--- config.mk ---
export PLATFORM = sky130hd
export DESIGN_NAME = uart_line_ctl
export DESIGN_NICKNAME = d
export VERILOG_FILES = /design/src/rtl/uart_line_pkg.sv /design/src/rtl/uart_line_buf.sv /design/src/rtl/uart_line_ctl.sv
export SDC_FILE = /design/constraint.sdc
export NUM_CORES = 1
export LEC_CHECK = 0
export ABC_CLOCK_PERIOD_IN_PS = 3600
export CAP_MARGIN = 20
export CORE_MARGIN = 2
export CORE_UTILIZATION = 35
export CTS_CLUSTER_DIAMETER = 40
export CTS_CLUSTER_SIZE = 24
export DETAILED_ROUTE_END_ITERATION = 7
export DONT_BUFFER_PORTS = 1
export GPL_TIMING_DRIVEN = 1
export SETUP_SLACK_MARGIN = 0.05
export SYNTH_ARGS = -nofsm -noshare
export SYNTH_HDL_FRONTEND = slang
export SYNTH_SLANG_ARGS = --single-unit
--- constraint.sdc ---
create_clock -name clk -period 3.6 [get_ports clk]
set_clock_uncertainty 0.15 [all_clocks]
set_input_delay 0.18 -clock clk [delete_from_list [all_inputs] [get_ports clk]]
set_output_delay 0.18 -clock clk [all_outputs]
set_load 0.02 [all_outputs]
--- src/rtl/uart_line_pkg.sv ---
// uart_line_pkg: state encoding, terminator default and strobe gap lengths for uart_line_ctl
package uart_line_pkg;
    typedef enum logic [3:0] {
        IDLE, FLUSH, FLUSH_GAP, TX_CHK, TX_PULSE, TX_GAP, RX_WAIT, RX_POP, RX_GAP, DONE
    } state_t;
    localparam logic [7:0] TERM_DEF   = 8'h3E;
    localparam int         TX_GAP_CYC = 2;
    localparam int         RX_GAP_CYC = 2;
endpackage

--- src/rtl/uart_line_buf.sv ---
// uart_line_buf: single-clock dual-port RAM, one write port and one registered read port
module uart_line_buf #(
    parameter int DW = 8,
    parameter int AW = 4
) (
    input  logic          clk,
    input  logic          reset,
    input  logic          i_we,
    input  logic [AW-1:0] i_waddr,
    input  logic [DW-1:0] i_wdata,
    input  logic [AW-1:0] i_raddr,
    output logic [DW-1:0] o_rdata
);
    logic [DW-1:0] r_mem [2**AW];
    logic [DW-1:0] r_rdata;
    // storage array, written synchronously
    always_ff @(posedge clk)
        if (i_we) r_mem[i_waddr] <= i_wdata;
    // registered read, cleared on reset so the output starts at zero
    always_ff @(posedge clk or posedge reset)
        if (reset) r_rdata <= '0;
        else r_rdata <= r_mem[i_raddr];
    assign o_rdata = r_rdata;
endmodule

--- src/rtl/uart_line_ctl.sv ---
// uart_line_ctl: one command/response transaction over a uart per start edge; UART_LINE_ECHO_EN drops the device echo
module uart_line_ctl
    import uart_line_pkg::*;
#(
    parameter int              DBIT    = 8,
    parameter int              CMD_AW  = 4,
    parameter int              RSP_AW  = 5,
    parameter int              TO_BITS = 24,
    parameter logic [DBIT-1:0] TERM    = TERM_DEF
) (
    input  logic               clk,
    input  logic               reset,
    input  logic               i_start,
    input  logic [CMD_AW:0]    i_cmd_len,
    input  logic               i_cmd_wr,
    input  logic [CMD_AW-1:0]  i_cmd_addr,
    input  logic [DBIT-1:0]    i_cmd_wdata,
    input  logic [TO_BITS-1:0] i_timeout,
    input  logic [RSP_AW-1:0]  i_rsp_addr,
    output logic [DBIT-1:0]    o_rsp_rdata,
    output logic [RSP_AW:0]    o_rsp_len,
    output logic               o_busy,
    output logic               o_done_tick,
    output logic               o_e_timeout,
    output logic               o_e_rsp_of,
    output logic               o_uart_wr,
    output logic [DBIT-1:0]    o_uart_w_data,
    input  logic               i_uart_tx_full,
    output logic               o_uart_rd,
    input  logic [DBIT-1:0]    i_uart_r_data,
    input  logic               i_uart_rx_empty
);
    state_t             r_state, w_next;
    logic               r_start_d, w_start_edge, w_skip, w_rsp_we;
    logic [CMD_AW:0]    r_cmd_len, r_idx;
    logic [TO_BITS-1:0] r_timeout, r_to;
    logic [1:0]         r_gap;
    logic [DBIT-1:0]    r_byte, r_w_data, w_cmd_rdata;
    logic [RSP_AW:0]    r_rsp_len;
    logic               r_e_to, r_e_of, r_term;

    assign w_start_edge  = i_start && !r_start_d;
    assign o_rsp_len     = r_rsp_len;
    assign o_e_timeout   = r_e_to;
    assign o_e_rsp_of    = r_e_of;
    assign o_uart_w_data = r_w_data;

    uart_line_buf #(.DW(DBIT), .AW(CMD_AW)) u_cmd_buf (
        .clk(clk), .reset(reset), .i_we(i_cmd_wr && !o_busy), .i_waddr(i_cmd_addr),
        .i_wdata(i_cmd_wdata), .i_raddr(r_idx[CMD_AW-1:0]), .o_rdata(w_cmd_rdata)
    );

    uart_line_buf #(.DW(DBIT), .AW(RSP_AW)) u_rsp_buf (
        .clk(clk), .reset(reset), .i_we(w_rsp_we), .i_waddr(r_rsp_len[RSP_AW-1:0]),
        .i_wdata(r_byte), .i_raddr(i_rsp_addr), .o_rdata(o_rsp_rdata)
    );

`ifdef UART_LINE_ECHO_EN
    logic [CMD_AW:0] r_echo;
    // bytes of device echo still to be discarded before the real reply
    always_ff @(posedge clk or posedge reset)
        if (reset) r_echo <= '0;
        else if (r_state == IDLE && w_start_edge) r_echo <= i_cmd_len;
        else if (r_state == RX_POP && w_skip) r_echo <= r_echo - 1'b1;
    assign w_skip = (r_echo != '0);
`else
    assign w_skip = 1'b0;
`endif

    // state register
    always_ff @(posedge clk or posedge reset)
        if (reset) r_state <= IDLE;
        else r_state <= w_next;

    // next state and strobes decoded from the current state
    always_comb begin
        w_next      = r_state;
        o_busy      = !(r_state == IDLE || r_state == DONE);
        o_done_tick = (r_state == DONE);
        o_uart_wr   = (r_state == TX_PULSE);
        o_uart_rd   = (r_state == RX_POP) || (r_state == FLUSH_GAP && r_gap == 2'(RX_GAP_CYC));
        w_rsp_we    = (r_state == RX_POP) && !w_skip && !r_rsp_len[RSP_AW];
        case (r_state)
            IDLE:      w_next = w_start_edge ? FLUSH : IDLE;
            FLUSH:     w_next = i_uart_rx_empty ? TX_CHK : FLUSH_GAP;
            FLUSH_GAP: w_next = (r_gap == 2'd0) ? FLUSH : FLUSH_GAP;
            TX_CHK:    w_next = (r_idx == r_cmd_len) ? RX_WAIT : i_uart_tx_full ? TX_CHK : TX_PULSE;
            TX_PULSE:  w_next = TX_GAP;
            TX_GAP:    w_next = (r_gap == 2'd0) ? TX_CHK : TX_GAP;
            RX_WAIT:   w_next = !i_uart_rx_empty ? RX_POP : (r_to == '0) ? DONE : RX_WAIT;
            RX_POP:    w_next = RX_GAP;
            RX_GAP:    w_next = (r_gap != 2'd0) ? RX_GAP : r_term ? DONE : RX_WAIT;
            default:   w_next = IDLE;
        endcase
    end

    // transaction datapath: latches, indices, gap and timeout counters, status flags
    always_ff @(posedge clk or posedge reset)
        if (reset) begin
            r_start_d <= 1'b0;
            r_cmd_len <= '0;
            r_timeout <= '0;
            r_idx     <= '0;
            r_to      <= '0;
            r_gap     <= '0;
            r_byte    <= '0;
            r_w_data  <= '0;
            r_rsp_len <= '0;
            r_e_to    <= 1'b0;
            r_e_of    <= 1'b0;
            r_term    <= 1'b0;
        end else begin
            r_start_d <= i_start;
            if (r_state == IDLE && w_start_edge) begin
                r_cmd_len <= i_cmd_len;
                r_timeout <= i_timeout;
                r_idx     <= '0;
                r_rsp_len <= '0;
                r_e_to    <= 1'b0;
                r_e_of    <= 1'b0;
            end
            if (w_next != r_state)
                r_gap <= (w_next == FLUSH_GAP) ? 2'(RX_GAP_CYC) :
                         (w_next == TX_GAP) ? 2'(TX_GAP_CYC - 1) : 2'(RX_GAP_CYC - 1);
            else if (r_gap != 2'd0)
                r_gap <= r_gap - 2'd1;
            if (r_state == TX_CHK && w_next == TX_PULSE) r_w_data <= w_cmd_rdata;
            if (r_state == TX_PULSE) r_idx <= r_idx + 1'b1;
            if (w_next == RX_WAIT && r_state != RX_WAIT) r_to <= r_timeout;
            else if (r_state == RX_WAIT && r_to != '0) r_to <= r_to - 1'b1;
            if (r_state == RX_WAIT && !i_uart_rx_empty) r_byte <= i_uart_r_data;
            if (r_state == RX_WAIT && w_next == DONE) r_e_to <= 1'b1;
            if (r_state == RX_POP) begin
                r_term <= !w_skip && (r_byte == TERM);
                if (w_rsp_we) r_rsp_len <= r_rsp_len + 1'b1;
                else if (!w_skip) r_e_of <= 1'b1;
            end
        end
endmodule

==> results.json <==
{
  "die_area_um2": 58100,
  "synthDistinctLibCells": 63,
  "cp.arrival_ps": 3540,
  "die_y_um": 241,
  "ys_seq_area_share_pct": 72.1,
  "critical_path.startpoint": "r_to[6]$_DFFE_PP0P_",
  "cts.clk_slew.worst_paths_ps": 60,
  "coreArea_um2": 55300,
  "grt_pass1_wl_mm": 65.0,
  "drt_iter0_drc": 787,
  "viasPerCell": 5.03,
  "cts.sinks": 490,
  "firstDrtPassIters": 5,
  "tns_ps": 0,
  "antenna_left": 0,
  "io_buffer_count": 0,
  "antenna_found_initial": 1,
  "drc": 0,
  "power_density_nw_per_um2": 738,
  "clock_path_buffers": 3,
  "grt_overflow": 0,
  "drv_slew": 0,
  "die_x_um": 241,
  "clk_latency_ps": 620,
  "path_depth": 6,
  "endpoint_kind": "register",
  "initial_utilization_pct": 35.6,
  "r2r-start": "r_to[6]$_DFFE_PP0P_",
  "avgSynthCellArea_um2": 18.7,
  "crit_path_max_incr_delay_ps": 580,
  "yosys_warnings": 0,
  "cts-buffers-inserted": 70,
  "hpwlAfterDp_mm": 26.1,
  "grt_util_met3_pct": 4.92,
  "pin_count": 88,
  "gp_congestion": 0.801,
  "async_flop_share_pct": 21.6,
  "grt_usage_pct": 15.0,
  "layout-drive-gt1-share_pct": 29.1,
  "crit_family": "simple AND/OR/NAND/NOR gates",
  "busiest_layer": "met2",
  "globalRouteMet2Util_pct": 23.9,
  "rows": 86,
  "rsz0062_at_grt": "false",
  "crit_chain": "or4_4 > nand4bb_4 > or3_4 > a211oi_1 > and3_1 > mux2_2",
  "tritoncts": "yes",
  "routed_wl_mm": 42.2,
  "finalPower_w": 0.0177,
  "critPathSlowestCell": "or4_4",
  "synth_seq_cells": 490,
  "grt_pass1_vias": 10618,
  "synthTopCellsByArea": "edfxtp_1 (59%), mux4_2 (14%), dfrtp_1 (13%), mux2_2 (3.0%), nor2_1 (1.4%)",
  "hold_viol": 0,
  "critPathKind": "reg2reg",
  "leakage_nw": 8.15,
  "synthesis.nets": 1119,
  "grt_max_degree": 65,
  "critPathLaunchType": "register",
  "required_ps": 3920,
  "max_freq_ghz": 0.311,
  "hp-class": "in2async",
  "fin_nets": 1262,
  "cts-root-buf": "clkbuf_16",
  "ir_worst_vdd_mv": 0.465,
  "setup_viol": 0,
  "yosys-top-cells-count": "edfxtp_1 (384), mux4_2 (120), dfrtp_1 (106)",
  "yosysTopAreaCell": "edfxtp_1",
  "synth_ff_type": "edfxtp_1",
  "yosysTopAreaCellShare_pct": 58.6,
  "syn_to_final_growth_pct": 21.9,
  "outcome": "completed",
  "min_period_ps": 3210,
  "vias": 10064,
  "crit_fanout": 8,
  "period_share_pct": 89.2,
  "syn_area_um2": 19700,
  "syn_inst": 1050,
  "slew_headroom_pct": 39.4,
  "grt_use_met1_pct": 19.6,
  "ctsResizeCount": 0,
  "worst-r2r-cell-count": 6,
  "synth-edff-count": 384,
  "htreeDepth": 3,
  "crit_buf_inv": 0,
  "yosysMostFrequentCell": "edfxtp_1",
  "cap_violations": 0,
  "fin_util_pct": 43.3,
  "worst_pin_slew_ps": 906,
  "wl_per_cell_um": 21.1
}
[path summary, 6_finish.rpt]
kind | to | slack, ps
min | r_byte[2]$_DFFE_PP0P_ | 20
min reg2reg | o_uart_w_data[0]$_DFFE_PP0P_ | 330
max | o_uart_w_data[7]$_DFFE_PP0P_ | 390
max reg2reg | o_uart_w_data[7]$_DFFE_PP0P_ | 390
min in group clk | u_rsp_buf.o_rdata[3]$_DFF_PP0_ | 70
max in group asynchronous | o_uart_w_data[4]$_DFFE_PP0P_ | 2460
[cells in the final DEF (no fill, tap or decap), types with 8 or more instances in the layout]
| cell type | netlist | layout |
|---|---|---|
| nand3_1 | 14 | 14 |
| inv_1 | 15 | 14 |
| nand2b_1 | 9 | 9 |
| dlygate4sd3_1 | 0 | 73 |
| nand2_1 | 56 | 55 |
| or3_1 | 8 | 8 |
| clkbuf_16 | 0 | 70 |
| o21ai_0 | 36 | 35 |
| dfrtp_1 | 106 | 105 |
| nor3_1 | 14 | 14 |
| xor2_1 | 12 | 12 |
| mux2_2 | 53 | 53 |
| edfxtp_1 | 384 | 384 |
| mux4_2 | 120 | 120 |
| inv_6 | 0 | 11 |
| a21oi_1 | 10 | 10 |
| nor2_1 | 71 | 71 |
| clkinv_4 | 0 | 8 |
| buf_4 | 1 | 44 |
| ha_1 | 9 | 9 |
[layer usage]
layer  wire [µm]  vias to the layer above  part of all wire (%)
met1       18000                     5259                    43
met2       20500                      231                    49
met4         905                        0                   2.1
met3        2800                       70                   6.6
li1            -                     4504                     -
met5           0                        -                     0
[cells by family (layout without fill, tap and decap cells)]
logic type,Yosys count,in the layout,synth area share [%]
buffers and inverters,66,266,1.52
DFF,490,490,72.1
and+or+nand+nor,212,212,5.41
other,0,1,0
adders and majority gates,9,9,0.572
muxes,176,176,17.0
AOI/OAI and AO/OA,78,78,2.57
xor gates and xnor gates,19,19,0.846
[area by class of cell]
class,instances,area [µm²]
Fill cell,4860,31300
Inverter,15,58.8
Sequential cell,490,14200
Antenna cell,1,2.50
Timing Repair Buffer,122,1190
Clock inverter,50,591
Multi-Input combinational cell,494,5190
Tap cell,748,936
Clock buffer,79,1820
[repair_timing]
action | CTS | global route
setup endpoints to repair | 0 | 0
setup buffers | 0 | 0
endpoints found under the hold margin | 408 | 0
hold buffers | 73 | 0
[report_power, final]
| group | internal [W] | leakage, nW | switching (W) |
|---|---|---|---|
| combinational | 0.00148 | 2.21 | 0.00167 |
| sequential | 0.00708 | 4.78 | 0.000634 |
| clock | 0.00408 | 1.16 | 0.00275 |
| total | 0.0126 | 8.15 | 0.00505 |
[sequential cells by signal, indices dropped and copies added, names as in the netlist]
register	flops
r_cmd_len	5
r_timeout	24
r_state	4
r_idx	5
r_to	24
u_cmd_buf.r_mem	128
u_rsp_buf.o_rdata	8
u_rsp_buf.r_mem	256
u_cmd_buf.o_rdata	8
r_start_d	1
r_term	1
o_uart_w_data	8
o_e_rsp_of	1
r_gap	2
r_byte	8
o_e_timeout	1
o_rsp_len	6
[metrics by stage]
step / setup slack (ps) / cell area [µm²] / instances / hold WS, ps
finish: 388 / 24000 / 1999 / 24.6
global route: 89.0 / 24000 / 1999 / 35.5
CTS: 363 / 23900 / 1995 / 5.32
detailed placement: 356 / 20700 / 1793 / 62.1
global placement: 491 / 20700 / 1792 / 62.1
floorplan: 481 / 19700 / 1050 / 61.4
Note: power is estimated with default switching activity, not from simulation.
